File: src/rtl/hazard_pkg.sv
// Shared types and helpers for the pipeline hazard control unit and its forwarding logic.
package hazard_pkg;

  typedef enum logic [1:0] {
    RUN      = 2'd0,
    MEM_WAIT = 2'd1,
    TIMEOUT  = 2'd2
  } hz_state_e;

  localparam int WAIT_CNT_W = 8;
  localparam int REG_AW_MAX = 8;

  // Register-address equality; register 0 never matches when it is hardwired.
  function automatic logic reg_match(input logic [REG_AW_MAX-1:0] a,
                                     input logic [REG_AW_MAX-1:0] d,
                                     input logic r0_hw);
    return (a == d) && !(r0_hw && (d == '0));
  endfunction

endpackage

File: src/rtl/hazard_ctrl_unit_if.sv
// Pipeline-side signals of the hazard control unit: ID/EX/MEM operand info in, pipeline
// enables and status out.
interface hazard_ctrl_unit_if #(parameter int REG_AW = 3);

  logic [REG_AW-1:0] id_rs;
  logic [REG_AW-1:0] id_rt;
  logic              id_uses_rs;
  logic              id_uses_rt;
  logic              id_branch;
  logic              id_br_taken;
  logic [REG_AW-1:0] ex_rd;
  logic              ex_regwrite;
  logic              ex_memread;
  logic [REG_AW-1:0] mem_rd;
  logic              mem_memread;
  // Data-memory handshake: dmem_req marks an access in MEM; it completes in the first cycle
  // dmem_ready is sampled high with dmem_req, and every req-high/ready-low cycle freezes the pipe.
  logic              dmem_req;
  logic              dmem_ready;

  logic              pc_write;
  logic              id_write;
  logic              ctrl_flush;
  logic              if_flush;
  logic              ex_mem_hold;
  logic              mem_timeout;
  logic [1:0]        hz_state;

  modport master (
    output id_rs, id_rt, id_uses_rs, id_uses_rt, id_branch, id_br_taken,
           ex_rd, ex_regwrite, ex_memread, mem_rd, mem_memread, dmem_req, dmem_ready,
    input  pc_write, id_write, ctrl_flush, if_flush, ex_mem_hold, mem_timeout, hz_state
  );

  modport slave (
    input  id_rs, id_rt, id_uses_rs, id_uses_rt, id_branch, id_br_taken,
           ex_rd, ex_regwrite, ex_memread, mem_rd, mem_memread, dmem_req, dmem_ready,
    output pc_write, id_write, ctrl_flush, if_flush, ex_mem_hold, mem_timeout, hz_state
  );

endinterface

File: src/rtl/hazard_mem_wait_fsm.sv
// Data-memory wait tracker: counts consecutive not-ready cycles and latches a sticky
// timeout once MEM_WAIT_MAX is exceeded.
module hazard_mem_wait_fsm
  import hazard_pkg::*;
#(
  parameter int MEM_WAIT_MAX = 15
) (
  input  logic       clk,
  input  logic       rst,
  input  logic       dmem_req,
  input  logic       dmem_ready,
  output logic       freeze_active,
  output logic       timeout,
  output logic       mem_timeout,
  output logic [1:0] state
);

  localparam logic [1:0] S_RUN      = RUN;
  localparam logic [1:0] S_MEM_WAIT = MEM_WAIT;
  localparam logic [1:0] S_TIMEOUT  = TIMEOUT;
  localparam logic [WAIT_CNT_W-1:0] WAIT_MAX = WAIT_CNT_W'(MEM_WAIT_MAX);

  logic [WAIT_CNT_W-1:0] wait_cnt;

  assign freeze_active = dmem_req && !dmem_ready;
  assign timeout       = (state == S_TIMEOUT);

  always_ff @(posedge clk) begin
    if (rst) begin
      state       <= S_RUN;
      wait_cnt    <= '0;
      mem_timeout <= 1'b0;
    end else begin
      case (state)
        S_RUN: begin
          if (freeze_active) begin
            state    <= S_MEM_WAIT;
            wait_cnt <= WAIT_CNT_W'(1);
          end
        end
        S_MEM_WAIT: begin
          // Ready in the final allowed cycle still completes the access.
          if (!freeze_active) begin
            state    <= S_RUN;
            wait_cnt <= '0;
          end else if (wait_cnt == WAIT_MAX) begin
            state       <= S_TIMEOUT;
            mem_timeout <= 1'b1;
          end else begin
            wait_cnt <= wait_cnt + WAIT_CNT_W'(1);
          end
        end
        S_TIMEOUT: ;
        default: begin
          state    <= S_RUN;
          wait_cnt <= '0;
        end
      endcase
    end
  end

endmodule

File: src/rtl/hazard_ctrl_unit.sv
// ID-stage hazard control: load-use / branch-operand stalls, taken-branch squash and memory
// freeze. Optional saturating perf counters are enabled with HAZARD_PERF_CNT_EN.
module hazard_ctrl_unit
  import hazard_pkg::*;
#(
  parameter int REG_AW       = 3,
  parameter int R0_HARDWIRED = 1,
  parameter int MEM_WAIT_MAX = 15,
  parameter int STALL_CNT_W  = 16
) (
  input  logic clk,
  input  logic rst,
  hazard_ctrl_unit_if.slave bus
`ifdef HAZARD_PERF_CNT_EN
  ,
  output logic [STALL_CNT_W-1:0] bubble_cnt,
  output logic [STALL_CNT_W-1:0] freeze_cnt,
  output logic [STALL_CNT_W-1:0] flush_cnt
`endif
);

  localparam logic R0_HW = (R0_HARDWIRED != 0);

  logic [REG_AW_MAX-1:0] rs, rt, ex_rd, mem_rd;
  logic src_ex, src_mem;
  logic load_use, br_ex, br_mem, bubble;
  logic freeze_active, timeout;
  logic pc_write, id_write, ctrl_flush, if_flush, ex_mem_hold;

  assign rs     = REG_AW_MAX'(bus.id_rs[REG_AW-1:0]);
  assign rt     = REG_AW_MAX'(bus.id_rt[REG_AW-1:0]);
  assign ex_rd  = REG_AW_MAX'(bus.ex_rd[REG_AW-1:0]);
  assign mem_rd = REG_AW_MAX'(bus.mem_rd[REG_AW-1:0]);

  assign src_ex  = (bus.id_uses_rs && reg_match(rs, ex_rd, R0_HW)) ||
                   (bus.id_uses_rt && reg_match(rt, ex_rd, R0_HW));
  assign src_mem = (bus.id_uses_rs && reg_match(rs, mem_rd, R0_HW)) ||
                   (bus.id_uses_rt && reg_match(rt, mem_rd, R0_HW));

  // A load feeding a branch stalls twice: once in EX (br_ex) and again in MEM (br_mem).
  assign load_use = bus.ex_memread && src_ex;
  assign br_ex    = bus.id_branch && bus.ex_regwrite && src_ex;
  assign br_mem   = bus.id_branch && bus.mem_memread && src_mem;
  assign bubble   = load_use || br_ex || br_mem;

  hazard_mem_wait_fsm #(
    .MEM_WAIT_MAX (MEM_WAIT_MAX)
  ) u_mem_wait (
    .clk           (clk),
    .rst           (rst),
    .dmem_req      (bus.dmem_req),
    .dmem_ready    (bus.dmem_ready),
    .freeze_active (freeze_active),
    .timeout       (timeout),
    .mem_timeout   (bus.mem_timeout),
    .state         (bus.hz_state)
  );

  always_comb begin
    pc_write    = 1'b1;
    id_write    = 1'b1;
    ctrl_flush  = 1'b0;
    if_flush    = 1'b0;
    ex_mem_hold = 1'b0;
    if (rst) begin
      pc_write   = 1'b0;
      id_write   = 1'b0;
      ctrl_flush = 1'b1;
      if_flush   = 1'b1;
    end else if (timeout || freeze_active) begin
      pc_write    = 1'b0;
      id_write    = 1'b0;
      ex_mem_hold = 1'b1;
    end else if (bubble) begin
      pc_write   = 1'b0;
      id_write   = 1'b0;
      ctrl_flush = 1'b1;
    end else if (bus.id_branch && bus.id_br_taken) begin
      if_flush = 1'b1;
    end
  end

  assign bus.pc_write    = pc_write;
  assign bus.id_write    = id_write;
  assign bus.ctrl_flush  = ctrl_flush;
  assign bus.if_flush    = if_flush;
  assign bus.ex_mem_hold = ex_mem_hold;

`ifdef HAZARD_PERF_CNT_EN
  logic sel_freeze, sel_bubble, sel_flush;

  assign sel_freeze = timeout || freeze_active;
  assign sel_bubble = !sel_freeze && bubble;
  assign sel_flush  = !sel_freeze && !bubble && bus.id_branch && bus.id_br_taken;

  always_ff @(posedge clk) begin
    if (rst) begin
      bubble_cnt <= '0;
      freeze_cnt <= '0;
      flush_cnt  <= '0;
    end else begin
      if (sel_bubble && (bubble_cnt != '1)) bubble_cnt <= bubble_cnt + STALL_CNT_W'(1);
      if (sel_freeze && (freeze_cnt != '1)) freeze_cnt <= freeze_cnt + STALL_CNT_W'(1);
      if (sel_flush  && (flush_cnt  != '1)) flush_cnt  <= flush_cnt + STALL_CNT_W'(1);
    end
  end
`endif

endmodule

File: src/flat_wrapper.sv
// flat-port wrapper written by rule: the top's interface ports become plain ports
module hazard_ctrl_unit_flat import hazard_pkg::*;
#(
  parameter int REG_AW       = 3,
  parameter int R0_HARDWIRED = 1,
  parameter int MEM_WAIT_MAX = 15,
  parameter int STALL_CNT_W  = 16
)
  (clk, rst, bus_id_rs, bus_id_rt, bus_id_uses_rs, bus_id_uses_rt, bus_id_branch, bus_id_br_taken, bus_ex_rd, bus_ex_regwrite, bus_ex_memread, bus_mem_rd, bus_mem_memread, bus_dmem_req, bus_dmem_ready, bus_pc_write, bus_id_write, bus_ctrl_flush, bus_if_flush, bus_ex_mem_hold, bus_mem_timeout, bus_hz_state);
  hazard_ctrl_unit_if #(.REG_AW(REG_AW)) bus_i ();
  input  logic clk;
  input  logic rst;
  input wire logic [$bits(bus_i.id_rs)-1:0] bus_id_rs;
  input wire logic [$bits(bus_i.id_rt)-1:0] bus_id_rt;
  input wire logic [$bits(bus_i.id_uses_rs)-1:0] bus_id_uses_rs;
  input wire logic [$bits(bus_i.id_uses_rt)-1:0] bus_id_uses_rt;
  input wire logic [$bits(bus_i.id_branch)-1:0] bus_id_branch;
  input wire logic [$bits(bus_i.id_br_taken)-1:0] bus_id_br_taken;
  input wire logic [$bits(bus_i.ex_rd)-1:0] bus_ex_rd;
  input wire logic [$bits(bus_i.ex_regwrite)-1:0] bus_ex_regwrite;
  input wire logic [$bits(bus_i.ex_memread)-1:0] bus_ex_memread;
  input wire logic [$bits(bus_i.mem_rd)-1:0] bus_mem_rd;
  input wire logic [$bits(bus_i.mem_memread)-1:0] bus_mem_memread;
  input wire logic [$bits(bus_i.dmem_req)-1:0] bus_dmem_req;
  input wire logic [$bits(bus_i.dmem_ready)-1:0] bus_dmem_ready;
  output wire logic [$bits(bus_i.pc_write)-1:0] bus_pc_write;
  output wire logic [$bits(bus_i.id_write)-1:0] bus_id_write;
  output wire logic [$bits(bus_i.ctrl_flush)-1:0] bus_ctrl_flush;
  output wire logic [$bits(bus_i.if_flush)-1:0] bus_if_flush;
  output wire logic [$bits(bus_i.ex_mem_hold)-1:0] bus_ex_mem_hold;
  output wire logic [$bits(bus_i.mem_timeout)-1:0] bus_mem_timeout;
  output wire logic [$bits(bus_i.hz_state)-1:0] bus_hz_state;
  assign bus_i.id_rs = bus_id_rs;
  assign bus_i.id_rt = bus_id_rt;
  assign bus_i.id_uses_rs = bus_id_uses_rs;
  assign bus_i.id_uses_rt = bus_id_uses_rt;
  assign bus_i.id_branch = bus_id_branch;
  assign bus_i.id_br_taken = bus_id_br_taken;
  assign bus_i.ex_rd = bus_ex_rd;
  assign bus_i.ex_regwrite = bus_ex_regwrite;
  assign bus_i.ex_memread = bus_ex_memread;
  assign bus_i.mem_rd = bus_mem_rd;
  assign bus_i.mem_memread = bus_mem_memread;
  assign bus_i.dmem_req = bus_dmem_req;
  assign bus_i.dmem_ready = bus_dmem_ready;
  assign bus_pc_write = bus_i.pc_write;
  assign bus_id_write = bus_i.id_write;
  assign bus_ctrl_flush = bus_i.ctrl_flush;
  assign bus_if_flush = bus_i.if_flush;
  assign bus_ex_mem_hold = bus_i.ex_mem_hold;
  assign bus_mem_timeout = bus_i.mem_timeout;
  assign bus_hz_state = bus_i.hz_state;
  hazard_ctrl_unit #(.REG_AW(REG_AW), .R0_HARDWIRED(R0_HARDWIRED), .MEM_WAIT_MAX(MEM_WAIT_MAX), .STALL_CNT_W(STALL_CNT_W)) u_core (.clk(clk), .rst(rst), .bus(bus_i));
endmodule
File: config.mk
export PLATFORM = sky130hd
export DESIGN_NAME = hazard_ctrl_unit_flat
export DESIGN_NICKNAME = d
export VERILOG_FILES = /design/src/rtl/hazard_pkg.sv /design/src/rtl/hazard_ctrl_unit_if.sv /design/src/rtl/hazard_mem_wait_fsm.sv /design/src/rtl/hazard_ctrl_unit.sv /design/src/flat_wrapper.sv
export SDC_FILE = /design/constraint.sdc
export NUM_CORES = 1
export LEC_CHECK = 0
export ABC_AREA = 1
export BUFFER_PORTS_ARGS = -buffer_cell sky130_fd_sc_hd__buf_4
export CORE_ASPECT_RATIO = 0.75
export CORE_MARGIN = 2
export CORE_UTILIZATION = 44
export DETAILED_ROUTE_END_ITERATION = 7
export PLACE_DENSITY = 0.74
export SYNTH_ARGS = -nofsm -noshare
export SYNTH_HDL_FRONTEND = slang
export SYNTH_SLANG_ARGS = --single-unit
export TNS_END_PERCENT = 10
File: constraint.sdc
create_clock -name clk -period 1.5 [get_ports clk]
set_input_delay 0.15 -clock clk [delete_from_list [all_inputs] [get_ports clk]]
set_output_delay 0.15 -clock clk [all_outputs]
set_load 0.02 [all_outputs]
==> results of run 1 <==
-- Yosys cell counts (2+ instances only) --
cell type | instances | area share
nand4_1 | 2 | 0.012
dfxtp_1 | 11 | 0.22
a21oi_2 | 3 | 0.026
inv_1 | 28 | 0.10
nand2_2 | 3 | 0.019
nand2_1 | 72 | 0.27
nand3_1 | 10 | 0.050
a21oi_1 | 5 | 0.025
nor2_1 | 24 | 0.090
inv_2 | 2 | 0.0075
o21ai_0 | 2 | 0.010
nand2_4 | 4 | 0.045
nor2_4 | 2 | 0.022
-- timing repair --
item | in CTS | in global routing
endpoints found under the setup margin | 2 | 4
pin swaps | 0 | 1
gates resized for setup | 1 | 10
-- power by group through the flow --
stage                     Clock [mW]  Combinational (mW)  Sequential (mW)
after global placement             0               0.200            0.306
after floorplan                    0               0.114            0.307
final                          0.217               0.215            0.300
after detailed placement           0               0.203            0.306
after CTS                      0.222               0.204            0.299
after global routing           0.235               0.239            0.300
-- per-layer routing --
layer / wire (microns) / track usage / share of wire / vias to the layer above
met4: 10 / 0.0364 / 0.0038 / 0
met5: 0 / 0 / 0 / -
met1: 1170 / 0.286 / 0.44 / 512
met3: 197 / 0.0625 / 0.075 / 3
li1: - / - / - / 607
met2: 1260 / 0.364 / 0.48 / 37
-- critical path: cells and delay by family, from the launching register on --
kind          cells  cell delay (ps)
buf+inv           3              250
flops             1              380
simple gates      4              360
-- layout make-up --
cell class	instances	area, sq um
Clock buffer	3	22.5
Clock inverter	1	5.00
Timing Repair Buffer	31	240
Sequential cell	11	225
Tap cell	24	30.0
Inverter	31	120
Multi-Input combinational cell	135	672
Fill cell	187	769
-- logic make-up (layout without fill, tap and decap cells) --
| group | after synthesis | after routing | share of synthesized area |
|---|---|---|---|
| compound gates | 14 | 14 | 0.0934 |
| xor+xnor | 1 | 1 | 0.00872 |
| simple gates | 119 | 119 | 0.537 |
| buf+inv | 33 | 66 | 0.130 |
| fa+ha+maj | 1 | 1 | 0.0125 |
| flops | 11 | 11 | 0.219 |
-- sequential cells by signal, indices dropped and copies added (netlist names) --
register                       count
u_core.u_mem_wait.mem_timeout      1
u_core.u_mem_wait.wait_cnt         8
u_core.u_mem_wait.state            2
-- worst max-delay path by stage --
stage	start	end	slack (ps)	cells after the start
3_5_place_dp	u_core.u_mem_wait.wait_cnt[0]	u_core.u_mem_wait.wait_cnt[6]	150	9
3_3_place_gp	u_core.u_mem_wait.wait_cnt[0]	u_core.u_mem_wait.wait_cnt[6]	200	9
6_report	u_core.u_mem_wait.state[0]	bus_id_write	60	7
4_1_cts	u_core.u_mem_wait.state[0]	bus_pc_write	30	7
2_1_floorplan	u_core.u_mem_wait.state[0]	bus_pc_write	50	7
5_1_grt	u_core.u_mem_wait.state[0]	bus_id_write	-20	7
-- stage by stage --
stage,utilization,TNS (ps)
floorplan,-,0
global placement,0.603,0
detailed placement,0.603,0
CTS,0.617,0
global route,0.631,-49.1
finish,0.631,0
==> metrics.md, run 1 <==
| Metric | Value |
|---|---|
| Die area | 0.00269 sq mm |
| Clock share of power | 0.296 |
| Vert. Die Dim | 45.4 microns |
| Post-Place Cells | 232 |
| I/O Buffers | 30 |
| Core Footprint | 0.00208 sq mm |
| Number of cells traversed by the worst register-to-register path | 9 |
| Chip width | 59.2 microns |
| Mapped Cells | 179 |
| Switching Share | 0.331 |
| Synthesized flop and latch total | 11 |
| Global-route wire length before repair | 4.37 mm |
| Beginning of the worst register-to-register path | u_core.u_mem_wait.wait_cnt[1] |
| Area Growth Syn to Fin | 30.9% |
| Layout cell share with drive strength beyond 1 | 0.283 |
| Total wire length after detailed routing | 2.63 mm |
| IR drop worst, VDD | 391 uV |
| Top FF cell, synth | dfxtp_1 |
| Number of CTS-inserted buffers | 3 |
| Number of levels the H-tree was split into | 1 |
| Crit path setup slack, layout | 57.5 ps |
| Internal Dissipation | 489 uW |
| Commonest non-fill, non-tap cell in the layout | nand2_1 |
| Least-Margin Pin Slew | 239 ps |
| Worst slack on hold paths | 136 ps |
| Relative max-transition margin | 0.840 |
| Clock transition at the registers of the reported paths | 80 ps |
| Cts hold-fix bufs | 0 |
| Ports placed on the boundary | 31 |
| Type of the worst setup path | reg2out |
| Number of warnings printed during yosys synthesis | 0 |
| Synthesized netlist net count | 203 |
| Antenna viol nets, final | 0 |
| Capture instance of the worst register-to-register path | u_core.u_mem_wait.wait_cnt[6] |
| Sequential Power Share | 0.409 |
| Total setup violations reported at the end of the flow | 0 |
| Setup Fix Bufs, Post-CTS | 0 |
| Highest-delay cell along the critical path | dfxtp_4 |
| Power density relative to cell area | 556 mW/mm^2 |
| Distinct cells, synth | 24 |
| Hold_sp | rst |
| Final Skew | 4.90 ps |
| Critical Path Sink Type | primary output |
| Area of the mapped netlist | 0.00100 sq mm |
| Cell type with the highest occurrence count on the critical path | nand2_2 |
| Diodes inserted | 0 |
| Placed cell area | 0.00126 sq mm |
| Post-route cell area | 0.00132 sq mm |
| Congestion Overflow GR | 0 |
| Run status | completed |
| EDFF count, synth | 0 |
| Fraction of synthesis flops using an asynchronous set or reset pin | 0 |
| Post-detail-place hpwl | 2.06 mm |
| Total of max-cap violations | 0 |
| Reg-to-reg slack, setup | 110 ps |
| Worst setup slack before clock tree synthesis | 150 ps |
| Via count of the first global-routing pass | 1022 |
| Final instance count without filler cells | 236 |
| Wire length per cell | 11.2 microns |
| Max FO, Critical Path | 4 |
| WHS Endpoint | u_core.u_mem_wait.wait_cnt[4] |
| Commonest non-fill, non-tap cells in the layout | nand2_1, buf_4, inv_1, nor2_1 |
| Starting DRT DRC Count | 70 |
| Total Power | 732 uW |
| Pin count of the biggest net entering global routing | 13 |
| Combinational share of power | 0.294 |
| Count of nets after finishing | 237 |
| Critical path required time | 1350 ps |
| Clock network latency to the later pin of the worst-skew pair | 280 ps |
| Pins Over Slew Limit | 0 |
| Reported leakage power | 0.749 nW |
| Time the final worst path needs with I/O delays and setup | 1440 ps |
| CTS max path bufs | 2 |
| Clock tree from TritonCTS | done |
| Clock sink total | 11 |
| Seq/Total Area, Yosys | 0.219 |
| First-pass DRT Iterations | 6 |
| Routability Congestion | 0.930 |
| Crit-path cells | inv_4 > nand2_2 > nand2_2 > inv_2 > nand3_2 > nor2_4 > buf_6 |
| Part of the cycle the worst path needs | 0.962 |
| Number of cells on the worst hold path | 2 |
| Final Hold Fails | 0 |
| Peak Freq | 693 MHz |
| Worst Hold Class | in2reg |
| Row count | 14 |
| Mean instance size in the synthesized netlist | 5.61 sq um |
| Via density | 4.91 |
| Maximum single-stage delay on the critical path | 380 ps |
| Startpoint type of the worst setup path | flip-flop |
| WP data arrival | 1290 ps |
| DRC violations left | 0 |
| Gr usage total | 0.218 |
| Antenna violations before repair | 0 |
| Clock tree root driver cell | clkbuf_4 |
| Initial Utilization | 0.482 |
| Power spent charging and discharging nets | 242 uW |
| Total via count in the routed design | 1159 |
No activity file was read; power rests on OpenSTA's default activity.
==> inputs of run 2 (changes only) <==
--- a/config.mk
+++ b/config.mk
@@ -11,7 +11,7 @@
 export CORE_MARGIN = 2
 export CORE_UTILIZATION = 44
 export DETAILED_ROUTE_END_ITERATION = 7
-export PLACE_DENSITY = 0.74
+export PLACE_DENSITY = 0.7
 export SYNTH_ARGS = -nofsm -noshare
 export SYNTH_HDL_FRONTEND = slang
 export SYNTH_SLANG_ARGS = --single-unit
==> constraint.sdc (replaced) <==
create_clock -name clk -period 1.5 [get_ports clk]
set_input_delay 0.225 -clock clk [delete_from_list [all_inputs] [get_ports clk]]
set_output_delay 0.225 -clock clk [all_outputs]
set_load 0.02 [all_outputs]
==> run 2 against run 1 <==
Effect of this change:
- register-to-register slack improved by 20 ps
- non-clock buffer count unchanged
- die area stayed put
- utilization is 0.72 points higher
- cell area up 1.1%
- total power shrank 0.35%
- fmax is 0.58% lower
- critical endpoint unchanged
- largest power group unchanged
==> metrics.md, run 2 (synthesis gave the netlist of run 1 again) <==
| Metric | Value |
|---|---|
| Commonest non-fill, non-tap cell in the layout | nand2_1 |
| Time the final worst path needs with I/O delays and setup | 1450 ps |
| Layout cell share with drive strength beyond 1 | 0.302 |
| Worst slack on hold paths | 228 ps |
| Ports placed on the boundary | 31 |
| Vert. Die Dim | 45.4 microns |
| Flip-flop count of the largest register, all copies and words added | 8 |
| Total via count in the routed design | 1123 |
| First-pass DRT Iterations | 4 |
| Final instance count without filler cells | 236 |
| Core Footprint | 0.00208 sq mm |
| Largest Register | u_core.u_mem_wait.wait_cnt |
| Pin count of the biggest net entering global routing | 13 |
| Total Power | 729 uW |
| Clock transition at the registers of the reported paths | 80 ps |
| Via count of the first global-routing pass | 1000 |
| Crit-path cells | inv_6 > nand2_4 > nand2_2 > inv_2 > nand3_2 > nor2_4 > buf_6 |
| Highest-delay cell along the critical path | dfxtp_4 |
| Starting DRT DRC Count | 64 |
| Delay-heaviest family, CP | flip-flops |
| Max FO, Critical Path | 4 |
| Row count | 14 |
| Buf+Inv Stages, Crit Path | 3 |
| Clock tree root driver cell | clkbuf_4 |
| Commonest non-fill, non-tap cells in the layout | nand2_1, buf_4, inv_1, nor2_1, nand3_1 |
| WP data arrival | 1230 ps |
| Final Hold Fails | 0 |
| Relative max-transition margin | 0.845 |
| Part of the cycle the worst path needs | 0.967 |
| Maximum single-stage delay on the critical path | 380 ps |
| Worst Hold Class | in2reg |
| Reported leakage power | 0.749 nW |
| DRC violations left | 0 |
| Number of CTS-inserted buffers | 3 |
| Clock sink total | 11 |
| Chip width | 59.2 microns |
| Final Skew | 3.84 ps |
| I/O Buffers | 30 |
| Antenna violations before repair | 0 |
| Congestion Overflow GR | 0 |
| Startpoint type of the worst setup path | flip-flop |
| Critical path required time | 1270 ps |
| Routability Congestion | 0.864 |
| Post-Place Cells | 231 |
| Final core utilization | 0.638 |
| Total wire length after detailed routing | 2.53 mm |
| Initial Utilization | 0.482 |
| Number of levels the H-tree was split into | 1 |
| Count of nets after finishing | 237 |
| Clock tree from TritonCTS | done |
| Die area | 0.00269 sq mm |
| IR drop worst, VDD | 483 uV |
| Clock network latency to the later pin of the worst-skew pair | 270 ps |
| Power density relative to cell area | 548 mW/mm^2 |
| Global-route wire length before repair | 4.13 mm |
| Peak Freq | 689 MHz |
| CTS max path bufs | 2 |
| Type of the worst setup path | reg2out |
| Largest registers in the final layout | u_core.u_mem_wait.wait_cnt x8, u_core.u_mem_wait.state x2, u_core.u_mem_wait.mem_timeout x1 |
| Pins Over Slew Limit | 0 |
| Diodes inserted | 0 |
| Placed cell area | 0.00125 sq mm |
| Area Growth Syn to Fin | 32.4% |
| Critical Path Sink Type | primary output |
| Via density | 4.76 |
| Total of max-cap violations | 0 |
| Unrepaired setup endpoints after global routing | yes |
| Wire length per cell | 10.7 microns |
| Least-Margin Pin Slew | 231 ps |
| Post-detail-place hpwl | 2.04 mm |
| Gr usage total | 0.205 |
| Total setup violations reported at the end of the flow | 0 |
| Antenna viol nets, final | 0 |
| Post-route cell area | 0.00133 sq mm |
| Run status | completed |
run 2: changes by cell type in the layout (fill, tap and decap cells not counted), sizes merged:
cell | before | now
clkinv | 2 | 1
clkbuf | 3 | 4
run 2: path summary, 6_finish.rpt:
kind | startpoint | end | slack (ps) | cells past startpoint
worst max-delay path | u_core.u_mem_wait.state[0] | bus_id_write | 50 | 7
worst max register to register | u_core.u_mem_wait.wait_cnt[0] | u_core.u_mem_wait.wait_cnt[2] | 130 | 9
worst min register to register | u_core.u_mem_wait.mem_timeout | u_core.u_mem_wait.mem_timeout | 460 | 2
worst min-delay path | rst | u_core.u_mem_wait.wait_cnt[6] | 230 | 2
run 2: final cells by class:
type / count / area, sq um
repair buffers: 31 / 240
clock buffers: 4 / 26.3
well taps: 24 / 30.0
flip-flops and latches: 11 / 226
fillers: 211 / 754
inverters: 31 / 123
multi-input cells: 135 / 684
run 2: metrics by stage:
stage / worst slack [ps] / setup TNS (ps)
finish: 49.0 / 0
floorplan: 33.1 / 0
global route: -20.9 / -41.4
global placement: 106 / 0
detailed placement: 72.9 / 0
CTS: 1.30 / 0
run 2: worst reg2reg max path, delay by kind of cell (launching register included):
kind                       cells  cell delay (ps)
AOI/OAI and AO/OA              1              120
adders and majority gates      1              180
DFF                            1              360
and+or+nand+nor                6              560
buffers and inverters          1               90
run 2: power by group:
part	internal, mW	total, mW	switching, mW
sequential	0.295	0.299	0.00458
clock	0.103	0.211	0.108
combinational	0.0976	0.218	0.121
total	0.496	0.729	0.234
run 2: timing repair:
item	in CTS	in global routing
cloned	0	0
pin swaps	0	3
hold endpoints to repair	0	0
hold buffers	0	0
setup endpoints to repair	2	6
buffers inserted	0	1
resized for setup	3	14
run 2: metal layers:
layer  share of wire  track usage  up-vias
met5               0            0        -
met4               0       0.0136        0
met3           0.073       0.0597        0
met2            0.43        0.344       34
met1            0.50        0.275      479
li1                -            -      610
